--- config.mk ---
export PLATFORM = sky130hd
export DESIGN_NAME = writeback_arbiter
export DESIGN_NICKNAME = d
export VERILOG_FILES = /design/src/rtl/writeback_arbiter.sv
export SDC_FILE = /design/constraint.sdc
export NUM_CORES = 1
export LEC_CHECK = 0
export CORE_ASPECT_RATIO = 1.4
export CORE_UTILIZATION = 50
export CTS_CLUSTER_SIZE = 20
export DETAILED_ROUTE_END_ITERATION = 8
export DONT_BUFFER_PORTS = 1
export GPL_TIMING_DRIVEN = 0
export PLACE_DENSITY = 0.76
export SETUP_SLACK_MARGIN = 0.3
export SLEW_MARGIN = 10
export SYNTH_ARGS = -nofsm -noshare
export SYNTH_HDL_FRONTEND = slang
export SYNTH_SLANG_ARGS = --single-unit
--- constraint.sdc ---
create_clock -name clk -period 2.2 [get_ports clk]
set_input_delay 0.55 -clock clk [delete_from_list [all_inputs] [get_ports clk]]
set_output_delay 0.55 -clock clk [all_outputs]
set_load 0.1 [all_outputs]
--- src/rtl/writeback_arbiter.sv ---
// rtl/writeback_arbiter.sv - register-file writeback arbiter: ALU results vs. queued load results
// Loads wait in a small FIFO; ALU wins by default, starvation forces a load pop.
module writeback_arbiter #(
    parameter int DEPTH        = 4,
    parameter int STARVE_LIMIT = 8
) (
    input  logic        clk,
    input  logic        rst,
    input  logic        alu_valid,
    input  logic [4:0]  alu_rd,
    input  logic [31:0] alu_data,
    input  logic        mem_valid,
    output logic        mem_ready,
    input  logic [4:0]  mem_rd,
    input  logic [31:0] mem_data,
    output logic [4:0]  A3,
    output logic [31:0] WD3,
    output logic        WE3,
    output logic [31:0] pending_mask,
    output logic        alu_stall,
    output logic        wb_conflict
);
    localparam int PW = $clog2(DEPTH);
    localparam int CW = $clog2(DEPTH + 1);
    localparam int SW = $clog2(STARVE_LIMIT + 1);

    logic [4:0]       fifo_rd   [DEPTH];
    logic [31:0]      fifo_data [DEPTH];
    logic [DEPTH-1:0] slot_valid;
    logic [PW-1:0]    wr_ptr;
    logic [PW-1:0]    rd_ptr;
    logic [CW-1:0]    count;
    logic [SW-1:0]    starve_cnt;
    logic [SW-1:0]    starve_next;
    logic             empty;
    logic             push;
    logic             pop;
    logic             alu_write;
    logic             conflict;

    assign empty     = (count == '0);
    assign mem_ready = rst && (count < CW'(DEPTH));
    assign push      = mem_valid && mem_ready;
    // A forced pop during alu_stall preempts the ALU; with an empty FIFO the ALU is served.
    assign pop       = !empty && (alu_stall || !alu_valid);
    assign alu_write = alu_valid && !(alu_stall && !empty);
    assign conflict  = alu_valid && (alu_stall || pending_mask[alu_rd]);

    always_comb begin
        pending_mask = '0;
        for (int i = 0; i < DEPTH; i++) begin
            if (slot_valid[i]) pending_mask[fifo_rd[i]] = 1'b1;
        end
    end

    always_comb begin
        starve_next = '0;
        if (!empty && !pop) starve_next = starve_cnt + SW'(1);
    end

    always_ff @(posedge clk or negedge rst) begin
        if (!rst) begin
            for (int i = 0; i < DEPTH; i++) begin
                fifo_rd[i]   <= '0;
                fifo_data[i] <= '0;
            end
            slot_valid  <= '0;
            wr_ptr      <= '0;
            rd_ptr      <= '0;
            count       <= '0;
            starve_cnt  <= '0;
            alu_stall   <= 1'b0;
            wb_conflict <= 1'b0;
            WE3         <= 1'b0;
            A3          <= '0;
            WD3         <= '0;
        end else begin
            if (push) begin
                fifo_rd[wr_ptr]    <= mem_rd;
                fifo_data[wr_ptr]  <= mem_data;
                slot_valid[wr_ptr] <= 1'b1;
                wr_ptr             <= wr_ptr + PW'(1);
            end
            if (pop) begin
                slot_valid[rd_ptr] <= 1'b0;
                rd_ptr             <= rd_ptr + PW'(1);
            end
            case ({push, pop})
                2'b10:   count <= count + CW'(1);
                2'b01:   count <= count - CW'(1);
                default: count <= count;
            endcase

            WE3 <= pop || alu_write;
            if (pop) begin
                A3  <= fifo_rd[rd_ptr];
                WD3 <= fifo_data[rd_ptr];
            end else if (alu_write) begin
                A3  <= alu_rd;
                WD3 <= alu_data;
            end

            starve_cnt  <= starve_next;
            alu_stall   <= (starve_next == SW'(STARVE_LIMIT));
            wb_conflict <= conflict;
        end
    end
endmodule

* Word level (Yosys, flattened, before mapping)
Cells that the tools add are included.
Cells by class: bitwise gates (word level) 8, reductions and logical operators 24, eq/ne operators 3, add/sub/neg operators 5, multiplexer cells 38, magnitude comparators 17
Operator list (count):
- 32-bit two-way mux | 9
- 128-bit bitwise mux | 1
- 32-bit bitwise OR | 3
- 32-bit binary-select mux with 2-bit select | 1
- 32-bit demux with 2-bit select | 1
- 5-bit by 6-bit < comparator with 1-bit output (second input constant) | 5
- 5-bit two-way mux | 5
- 20-bit bitwise mux | 1
- 1-bit demux with 5-bit select | 4
- 5-bit by 1-bit >= comparator with 1-bit output (second input constant) | 4
- 1-bit logical AND | 14
- 4-bit two-way mux | 3
- 5-bit binary-select mux with 2-bit select | 1
- 5-bit demux with 2-bit select | 1
- 1-bit two-way mux | 7
- 3-bit >= comparator (second input constant) | 2
- 2-bit by 3-bit < comparator with 1-bit output (second input constant) | 2
- 2-bit inverter with 3-bit output | 2
- 3-bit case mux with 2 select lines | 1
- 1-bit binary-select mux with 5-bit select | 1
- 2-bit by 1-bit adder with 2-bit output (second input constant) | 2
- 4-bit by 1-bit adder with 4-bit output (second input constant) | 1
- 4-bit AND | 1
- 1-bit demux with 2-bit select | 2
- other kinds (14) | 21
Storage, ports and cells: bits in registers 203, input port bits 78, output and inout port bits 73

* Depth between registers and ports, before layout
Gate-level depths: netlist (run 1).
depth after elaboration 15, gate-level depth with buffers 10

* Worst setup path before layout (run 1)
OpenSTA, ideal clock, no wires.
path type register to register, start register fifo_rd[19] in the netlist's numbering, end register wb_conflict, setup slack -3.083 ns, clock period less this slack 5.283 ns, data arrival time 5.189 ns, cell stages (with the launch flop) 7, cell sequence dfrtp_1 -> nand4bb_1 -> o311ai_0 -> a221oi_1 -> a21oi_1 -> a311oi_1 -> a221oi_2
On the way: cells in the longest elaborated chain, start to end 15, elaborated cells on any way between the ends 16, those cells by class order compare: 2; mux: 8; bitwise: 3; reduce/logical: 3
Ends and longest elaborated chain:
- start, declared | line 27 | logic [4:0] fifo_rd [DEPTH];
- start signal, assigned by index | line 79 | fifo_rd[wr_ptr] <= mem_rd;
- 5-bit by 6-bit < comparator with 1-bit output (not written as such) / 5-bit by 1-bit >= comparator with 1-bit output (equally long branches) | line 52 | if (slot_valid[i]) pending_mask[fifo_rd[i]] = 1'b1;
- 1-bit logical AND (not written as such) | line 52
- 1-bit two-way mux (not written as such) | line 52
- 1-bit demux with 5-bit select * | line 52
- 32-bit two-way mux * | line 52
- 32-bit bitwise OR (no source line)
- 32-bit two-way mux * | line 52
- 32-bit bitwise OR (no source line)
- 32-bit two-way mux * | line 52
- 32-bit bitwise OR (no source line)
- 32-bit two-way mux * | line 52
- named net pending_mask[8] | line 19 | output logic [31:0] pending_mask,
- 1-bit binary-select mux with 5-bit select * | line 47 | assign conflict = alu_valid && (alu_stall || pending_mask[alu_rd]);
- 1-bit two-way mux (not written as such) * | line 47
- 1-bit logical OR * | line 47
- 1-bit logical AND * | line 47
- named net conflict | line 39 | logic conflict;
- end signal, assigned | line 105 | wb_conflict <= conflict;
- end, declared | line 21 | output logic wb_conflict
The timed path passes the listed nets; every way through them passes the cells marked *. The select of a mux whose other input is x is not followed. A chain may end at the register's enable or synchronous reset.

* Worst setup path in the final report (run 1)
start register fifo_rd[17] in the netlist's numbering, end output port pending_mask[8]
On the way: cells in the longest elaborated chain, start to end 11, elaborated cells on any way between the ends 12, those cells by class order compare: 2; mux: 6; bitwise: 3; reduce/logical: 1
Ends and longest elaborated chain (line):
- 5-bit by 6-bit < comparator with 1-bit output (not written as such) / 5-bit by 1-bit >= comparator with 1-bit output (equally long branches) | 52
- 1-bit logical AND (not written as such) | 52
- 1-bit two-way mux (not written as such) | 52
- 1-bit demux with 5-bit select * | 52
- 32-bit two-way mux * | 52
- 32-bit bitwise OR (no source line)
- 32-bit two-way mux * | 52
- 32-bit bitwise OR (no source line)
- 32-bit two-way mux * | 52
- 32-bit bitwise OR (no source line)
- 32-bit two-way mux * | 52
- end, declared | 19
Every way passes the cells marked *; elsewhere a longest branch is shown, timed or not.

==> results of run 1 <==
==> synthesized netlist by cell type (7+ instances only) <==
| master | n |
|---|---|
| a32oi_1 | 12 |
| ha_1 | 10 |
| mux2_2 | 148 |
| nand3_1 | 10 |
| nor2_1 | 53 |
| a22oi_1 | 26 |
| a21oi_1 | 46 |
| o21bai_1 | 37 |
| mux4_2 | 37 |
| clkbuf_1 | 30 |
| nor2b_1 | 10 |
| dfrtp_1 | 203 |
| nand2_1 | 78 |
| inv_1 | 13 |
| o211ai_1 | 7 |
| o21ai_0 | 40 |
| buf_2 | 21 |
==> per-layer routing <==
layer | vias to the layer above | part of all wire [%] | routed length, um
met5 | - | 0.064 | 22
met4 | 4 | 6.7 | 2290
met3 | 154 | 7.5 | 2590
met2 | 402 | 50 | 17300
met1 | 4292 | 36 | 12200
li1 | 3654 | - | -
==> path summary, 6_finish.rpt <==
path / startpoint / to / cells after the start
worst min-delay path: rst / WD3[27]$_DFFE_PN0P_ / 0
worst max-delay path: fifo_rd[17]$_DFFE_PN0P_ / pending_mask[8] / 2
worst min register to register: starve_cnt[0]$_DFF_PN0_ / starve_cnt[0]$_DFF_PN0_ / 1
worst max register to register: fifo_rd[7]$_DFFE_PN0P_ / wb_conflict$_DFF_PN0_ / 7
max in group asynchronous: rst / rd_ptr[0]$_DFFE_PN0P_ / 0
min in group clk: mem_data[7] / fifo_data[71]$_DFFE_PN0P_ / 1
==> layout make-up <==
class,instances,area (um2),area share [%]
clock buffers,28,582,3.93
multi-input cells,627,6410,43.3
repair buffers,115,1320,8.90
plain buffers,65,805,5.44
diodes,3,7.51,0.0507
clock inverters,9,153,1.03
flip-flops and latches,203,5150,34.8
well taps,260,325,2.20
inverters,13,51.3,0.347
==> sequential cells by signal (all words and copies together) (netlist names) <==
signal	flops
slot_valid	4
starve_cnt	4
WD3	32
WE3	1
fifo_data	128
wr_ptr	2
A3	5
alu_stall	1
wb_conflict	1
count	3
rd_ptr	2
fifo_rd	20
==> metrics by stage <==
stage          setup TNS, ns  worst slack [ns]
2_1_floorplan          -4.56            -0.965
3_3_place_gp          -32.47             -1.38
3_5_place_dp          -29.28            -0.885
4_1_cts               -13.62            -0.513
5_1_grt               -20.67            -0.543
6_report              -15.11            -0.500
==> kinds of logic after synthesis <==
| logic type | count (synthesis) | synth area share, % |
|---|---|---|
| fa+ha+maj | 11 | 1.34 |
| mux | 191 | 23.9 |
| xor+xnor | 7 | 0.568 |
| buf+inv | 78 | 3.81 |
| flops | 203 | 47.1 |
| compound gates | 201 | 12.6 |
| simple gates | 215 | 10.7 |
==> critical path, cell delays in order, from the launching register on <==
cell and delay (ns):
dfrtp_2 0.42, nand4bb_4 0.26, o311ai_4 0.98
==> power by group <==
part | switching, uW | internal, uW | leakage [uW]
Combinational | 5510 | 5500 | 0.00334
Sequential | 3790 | 5540 | 0.00241
Clock | 1470 | 2330 | 0.000362
Total | 10800 | 13400 | 0.00611
==> repair_timing <==
action                                  in CTS  in global routing
pin swaps                                   51                 48
gates cloned                                12                  3
endpoints found under the setup margin     268                220
buffers inserted                            64                 33
endpoints found under the hold margin      203                203
gates resized for setup                    246                 90
==> metrics, run 1 <==
status=finished, violations left; failing checks=negative hold slack, negative setup slack; Port Buffers=0; total grt overflow=0; Syn Nets=995; met1 usage=about a third; DR WL/cell=about 26 um; kind of start point of the critical path=register; area post-placement=~12000 um2; Detail Placement HPWL=21600 um; post-synth top area share=around 47%; Initial Util=50.9%; clk root buf=clkbuf_16; Cell Area, Synth=around 11000 um2; Die Height=around 180 um; GR Util met2=a little over half; asr flop ratio synth=between 90% and 100%; Pre-Repair DR Iteration Count=5; area growth from synthesis to layout=37.1%; max_cap viols=0; register area share after synthesis=a little under half; Final setup violation count=147; Clock Path Buffers=3; DRC Markers=0; area of the die=around 22000 um2; NumNets Final=between 1000 and 1500; commonest non-fill, non-tap cell in the layout=dfrtp_1; die width=approximately 130 um; Cell variety after synth=75; ys flop type=dfrtp_1; Peak VDD IR=1.28 mV; kind of critical path=register to output port; Worst-Skew Late Latency=around 0.49 ns; number of DRC markers in iteration 0=approximately 600; largest net degree at the start of global routing=between 200 and 250; Worst Setup End Kind=output port; final wirelength=between 30000 and 40000 um; CTS Buf Count=21; Pleak=slightly above 0.006 uW; fmax=around 0.37 GHz; # rows=63; GPL Wtd Cong=between 0.9 and 1; CTS Sinks=203; Worst-Margin Slew=between 1 and 1.5 ns; EDFF count, synth=0; fillcell total=1375; layout cell share with drive strength beyond 1=about 56%; CP Max Fanout=3; hold slack final=-0.246 ns; Clock Pin Slew Worst Setup and Hold Paths=0.06 ns; unrepaired setup endpoints after global routing=yes; period utilization=123%; Mean Syn Cell Area=between 10 and 15 um2; placed cell count=1171; WP data required=~1.7 ns; Synth Warn #=0; cell taking the most area after synthesis=dfrtp_1; # IOs=between 150 and 200; synthesized instance count=~910; r2r setup slk=-0.41 ns; top post-synthesis cells by area=dfrtp_1 (47%), mux2_2 (15%), mux4_2 (7.7%); CTS tree=done; total chip power=between 20000 and 25000 uW; met3 Use GR=about 7.6%; Hold Vio Cnt, Final=just over 200; antenna viol nets, final=0; vias in the first global route=8973; vias per inst=6.43; most frequent cells in the layout=dfrtp_1 (151), mux2_2 (146), buf_4 (64); Hold Path Class=primary input to asynchronous set/reset pin; first-pass GRT wire length=52000 um; non-filler cells, final=1323; WP data arrival=around 2.2 ns; final worst slack=-0.500 ns; clock period minus final worst setup slack=around 2.7 ns; Layout Skew=between 0.007 and 0.008 ns; H-tree depth=1; register bit total from synthesis=203; GR peak layer=met2; Final Instance Area=approximately 15000 um2; P per Cell Area=1630 nW/um2; DR vias=8506; final design utilization=approximately 70%; Slew HR=roughly a quarter; Overall Global Routing Usage=between 30% and 40%; CORE AREA=21200 um2; Slew Limit Fails=0; initial antenna violation count=4
Note: power is estimated with default switching activity, not from simulation.
==> inputs of run 2 (changes only) <==
--- a/config.mk
+++ b/config.mk
@@ -10,7 +10,6 @@
 export CTS_CLUSTER_SIZE = 20
 export DETAILED_ROUTE_END_ITERATION = 8
 export DONT_BUFFER_PORTS = 1
-export GPL_TIMING_DRIVEN = 0
 export PLACE_DENSITY = 0.76
 export SETUP_SLACK_MARGIN = 0.3
 export SLEW_MARGIN = 10
==> run 2 against run 1 <==
  * The run still ends with negative hold slack, negative setup slack left
  * Setup slack gained 0.047 ns
  * Sequential power fell by 28%
  * Power is 0.96% lower
  * Maximum frequency increased by 1.8%
  * Non-clock buffer count grew 41
  * Die area is the same
  * Clock power decreased by 4%
  * Core utilization is 1.2 points lower
  * Via count fell by 0.68%
  * Critical path type unchanged
  * Highest routed layer is now met4
==> metrics, run 2 (synthesis results as in run 1) <==
Detail Placement HPWL=about 22000 um; CP Max Fanout=5; Slew Limit Fails=0; CTS Buf Count=21; vias in the first global route=about 9000; max FFs per register=roughly 130; period utilization=121%; failing checks=negative hold slack, negative setup slack; WP data required=1.65 ns; Overall Global Routing Usage=between 30% and 40%; first-pass GRT wire length=between 50000 and 60000 um; Clock Path Buffers=3; DR vias=around 8400; Die Height=between 150 and 200 um; final worst slack=-0.452 ns; kind of start point of the critical path=register; Hold Vio Cnt, Final=roughly 200; leading registers by flop count=fifo_data: 128 flops, WD3: 32 flops, fifo_rd: 20 flops; final wirelength=around 33000 um; die width=between 100 and 150 um; CTS tree=done; area growth from synthesis to layout=34.7%; layout cell share with drive strength beyond 1=54.0%; # IOs=151; antenna fix cells=0; kind of critical path=register to output port; H-tree depth=1; # rows=63; Final setup violation count=33; DRC Markers=0; Worst Setup End Kind=output port; Worst-Margin Slew=roughly 0.52 ns; CP cell instances=buf_6 > buf_4 > nand4bb_4 > o211ai_1 > clkbuf_16; total grt overflow=0; Worst-Skew Late Latency=between 0.5 and 0.6 ns; Hold Path Class=primary input to asynchronous set/reset pin; placed cell count=1266; initial antenna violation count=1; Clock Pin Slew Worst Setup and Hold Paths=0.07 ns; CORE AREA=roughly 21000 um2; Pre-Repair DR Iteration Count=5; non-filler cells, final=around 1400; hold slack final=-0.256 ns; unrepaired setup endpoints after global routing=yes; number of DRC markers in iteration 0=just under 600; Port Buffers=0; Initial Util=between 50% and 60%; max_cap viols=0; Final Instance Area=14500 um2; Peak VDD IR=1.34 mV; Pleak=slightly above 0.006 uW; area of the die=22200 um2; DR WL/cell=24.4 um; largest net degree at the start of global routing=between 200 and 250; crit-path max cell delay=about 0.43 ns; GPL Wtd Cong=between 1 and 1.5; Layout Skew=roughly 0.018 ns; commonest non-fill, non-tap cell in the layout=dfrtp_1; clk root buf=clkbuf_16; fmax=about 0.38 GHz; Critical-path top delay cell=dfrtp_1; Place WS=-0.0623 ns; antenna viol nets, final=0; area post-placement=12600 um2; Top reg by flops=fifo_data; Slew HR=65.4%; most frequent cells in the layout=dfrtp_1 (181), buf_4 (154), mux2_2 (148); NumNets Final=1174; status=finished, violations left; P per Cell Area=~1600 nW/um2; WP data arrival=about 2.1 ns; clock period minus final worst setup slack=approximately 2.7 ns; total chip power=roughly 24000 uW; vias per inst=a little over 6; CTS Sinks=203
## run 2: cell types whose count changed in the layout (fill, tap and decap cells not counted), sizes merged
cell	before	now
buf	152	216
bufinv	4	2
clkbuf	56	33
diode	3	0
inv	14	16
nand2	80	78
## run 2: final timing paths
kind	startpoint	to	slack, ns	cells after the start
max reg2reg	fifo_rd[4]$_DFFE_PN0P_	wb_conflict$_DFF_PN0_	-0.29	9
max in group asynchronous	rst	fifo_rd[7]$_DFFE_PN0P_	2.13	0
min reg2reg	fifo_data[8]$_DFFE_PN0P_	fifo_data[8]$_DFFE_PN0P_	0.50	1
min in group clk	mem_rd[4]	fifo_rd[4]$_DFFE_PN0P_	0.19	1
max	slot_valid[0]$_DFF_PN0_	pending_mask[10]	-0.45	5
min	rst	WD3[29]$_DFFE_PN0P_	-0.26	0
## run 2: through the flow
| stage | TNS (ns) | util (%) |
|---|---|---|
| 6_report | -10.62 | 68.5 |
| 3_5_place_dp | -0.0623 | 59.5 |
| 3_3_place_gp | -0.0338 | 59.5 |
| 4_1_cts | -9.72 | 66.9 |
| 5_1_grt | -12.33 | 68.5 |
| 2_1_floorplan | -4.56 | - |
## run 2: power by group
| group | switching, uW | internal [uW] |
|---|---|---|
| clock | 1490 | 2140 |
| sequential | 1220 | 5540 |
| combinational | 7880 | 5650 |
| total | 10600 | 13300 |
## run 2: layout make-up
type	count	area [um2]
Timing Repair Buffer	221	2210
Tap cell	260	325
Sequential cell	203	5110
Fill cell	1469	6670
Clock buffer	28	592
Inverter	13	51.3
Clock inverter	9	110
Multi-Input combinational cell	625	6140
## run 2: timing repair
action,4_1_cts,5_1_grt
gates resized for setup,151,51
pin swaps,53,25
setup buffers,39,17
hold endpoints to repair,203,203
endpoints found under the setup margin,36,73
## run 2: routing by layer
metal | share of wire [%] | up-vias | track usage (%)
li1 | - | 3737 | -
met1 | 36 | 4295 | 33.5
met2 | 53 | 312 | 54.9
met3 | 6.2 | 104 | 6.73
met4 | 4.8 | 0 | 15.8
met5 | 0 | - | 0
## run 2: critical path: cells and delay by family, from the launching register on
kind | cells | cell delay, ns
buf+inv | 3 | 0.54
flops | 1 | 0.43
simple gates | 1 | 0.20
compound gates | 1 | 0.42
==> inputs of run 3 (changes only) <==
--- a/config.mk
+++ b/config.mk
@@ -5,14 +5,13 @@
 export SDC_FILE = /design/constraint.sdc
 export NUM_CORES = 1
 export LEC_CHECK = 0
-export CORE_ASPECT_RATIO = 1.4
+export CORE_ASPECT_RATIO = 0.6
 export CORE_UTILIZATION = 50
 export CTS_CLUSTER_SIZE = 20
 export DETAILED_ROUTE_END_ITERATION = 8
 export DONT_BUFFER_PORTS = 1
 export PLACE_DENSITY = 0.76
 export SETUP_SLACK_MARGIN = 0.3
-export SLEW_MARGIN = 10
 export SYNTH_ARGS = -nofsm -noshare
 export SYNTH_HDL_FRONTEND = slang
 export SYNTH_SLANG_ARGS = --single-unit
==> run 3 against run 2 <==
  * The run still ends with negative hold slack, negative setup slack left
  * Routed wire length rose by 5.1%
  * Power is 0.24% higher
  * First-iteration DRC count increased by 37%
  * Register-to-register slack got worse by 0.07 ns
  * Core utilization increased by 1.6 points
  * Sequential cell count unchanged
  * Largest cell class unchanged
  * Sequential power is 1% higher
  * Clock power is 7.4% lower
  * Die area about the same
  * Count of clock-buffer cells in the layout stayed put
  * Critical path type unchanged
  * Cell area increased by 1.8%
  * Critical path depth unchanged
==> metrics, run 3 (synthesis results as in run 1) <==
Pleak=roughly 0.0063 uW; largest net degree at the start of global routing=just over 200; NumNets Final=1202; GPL Wtd Cong=roughly 1.1; WP data required=approximately 1.7 ns; switching share of power=between 40 and 50%; period utilization=119%; final worst slack=-0.420 ns; unrepaired setup endpoints after global routing=yes; max FFs per register=128; status=finished, violations left; DRC Markers=0; total chip power=approximately 24000 uW; failing checks=negative hold slack, negative setup slack; Int Pwr=13400 uW; Die Height=116 um; kind of start point of the critical path=register; first-pass GRT wire length=between 50000 and 60000 um; CP Max Fanout=5; WP data arrival=2.07 ns; crit-path max cell delay=~0.44 ns; FF/Latch Area=5120 um2; Detail Placement HPWL=~23000 um; area occupied by multi-input gates=slightly above 6000 um2; register share of total power=about 28%; Place WS=-0.172 ns; Final setup violation count=33; die width=about 190 um; Overall Global Routing Usage=around 31%; # IOs=151; DR WL/cell=between 20 and 25 um; Pre-Repair DR Iteration Count=5; Top delay family on crit path=buffers and inverters; fillcell total=roughly 1400; hold slack final=-0.242 ns; CP bufs+invs=3; layout cell share with drive strength beyond 1=between 50% and 60%; Psw=about 11000 uW; max_cap viols=0; kind of critical path=register to output port; Worst Setup End Kind=output port; Worst-Margin Slew=between 0.5 and 0.6 ns; leading registers by flop count=fifo_data: 128 flops, WD3: 32 flops, fifo_rd: 20 flops; Clock Pin Slew Worst Setup and Hold Paths=0.07 ns; H-tree depth=1; Layout Skew=approximately 0.015 ns; number of DRC markers in iteration 0=812; CTS Sinks=203; r2r setup slk=-0.36 ns; Peak VDD IR=1.65 mV; clock period minus final worst setup slack=2.62 ns; Slew HR=a little over three fifths; vias per inst=just over 6; Initial Util=51.2%; total grt overflow=0; clock power share=14.0%; Worst-Skew Late Latency=between 0.4 and 0.5 ns; vias in the first global route=~8500; most frequent cells in the layout=dfrtp_1 (176), buf_4 (175), mux2_2 (148); CP cell instances=buf_6 > nand4bb_4 > buf_4 > o311ai_4 > buf_12; CORE AREA=21100 um2; Critical-path top delay cell=dfrtp_2; clk root buf=clkbuf_16; fmax=0.382 GHz; Port Buffers=0; area of the die=about 22000 um2; Hold Vio Cnt, Final=roughly 200; antenna viol nets, final=0; CTS tree=done; commonest non-fill, non-tap cell in the layout=dfrtp_1; Top reg by flops=fifo_data; Clock Path Buffers=3; # rows=just over 40; P per Cell Area=1620 nW/um2; CTS Buf Count=19; area growth from synthesis to layout=37.1%; initial antenna violation count=1; combinational fraction of design power=57.4%; Hold Path Class=primary input to asynchronous set/reset pin; Slew Limit Fails=0; final wirelength=34800 um; DR vias=8767
run 3: metal layers:
metal,global-route usage [%],vias up,part of all wire (%)
li1,-,3806,-
met1,45.8,4507,45
met2,42.4,401,41
met3,12.4,53,12
met4,5.08,0,1.5
met5,0,-,0
run 3: worst register-to-register path: stages, from the launching register on:
cell	delay, ns
dfrtp_2	0.42
buf_6	0.11
nand4_1	0.17
buf_4	0.21
o211ai_1	0.27
buf_4	0.18
buf_4	0.10
buf_4	0.10
buf_4	0.09
buf_4	0.09
a31o_4	0.13
o21ai_2	0.05
a211o_2	0.30
a221oi_2	0.26
run 3: area by class of cell:
type	count	share of cell area, %
antenna	1	0.0169
clock buffer	28	3.65
clock inverter	5	0.558
inverter	13	0.347
multi-input combinational	625	41.4
sequential	203	34.6
tap	279	2.36
timing repair buffer	251	17.1
run 3: repair_timing:
action	4_1_cts	5_1_grt
endpoints found under the setup margin	72	50
hold endpoints to repair	203	203
pin swaps	41	25
buffers inserted	42	24
cloned	1	2
resized for setup	172	54
run 3: power groups by stage:
stage / Clock, uW / Combinational [uW] / Sequential (uW)
5_1_grt: 3560 / 14400 / 7070
4_1_cts: 3410 / 13200 / 6750
2_1_floorplan: 0 / 6700 / 8760
6_report: 3360 / 13800 / 6840
3_5_place_dp: 0 / 12000 / 6810
3_3_place_gp: 0 / 11800 / 6670
run 3: worst paths after layout:
path,from,endpoint,depth (start not counted)
worst max register to register,fifo_rd[14]$_DFFE_PN0P_,wb_conflict$_DFF_PN0_,13
worst min register to register,fifo_data[33]$_DFFE_PN0P_,fifo_data[33]$_DFFE_PN0P_,1
worst min-delay path,rst,A3[2]$_DFFE_PN0P_,0
worst max-delay path,fifo_rd[17]$_DFFE_PN0P_,pending_mask[8],5
max in group asynchronous,rst,fifo_rd[19]$_DFFE_PN0P_,0
min in group clk,mem_data[19],fifo_data[115]$_DFFE_PN0P_,1
run 3: metrics by stage:
stage	utilization (%)	hold WS, ns	setup TNS [ns]	instance area (um2)	cells
after floorplan	-	0.254	-4.56	11400	906
after global placement	60.5	0.258	-0.267	12800	1302
after detailed placement	60.5	0.258	-0.179	12800	1302
after CTS	68.3	-0.257	-9.65	14400	1378
after global routing	70.2	-0.261	-12.45	14800	1404
final	70.2	-0.242	-10.65	14800	1405
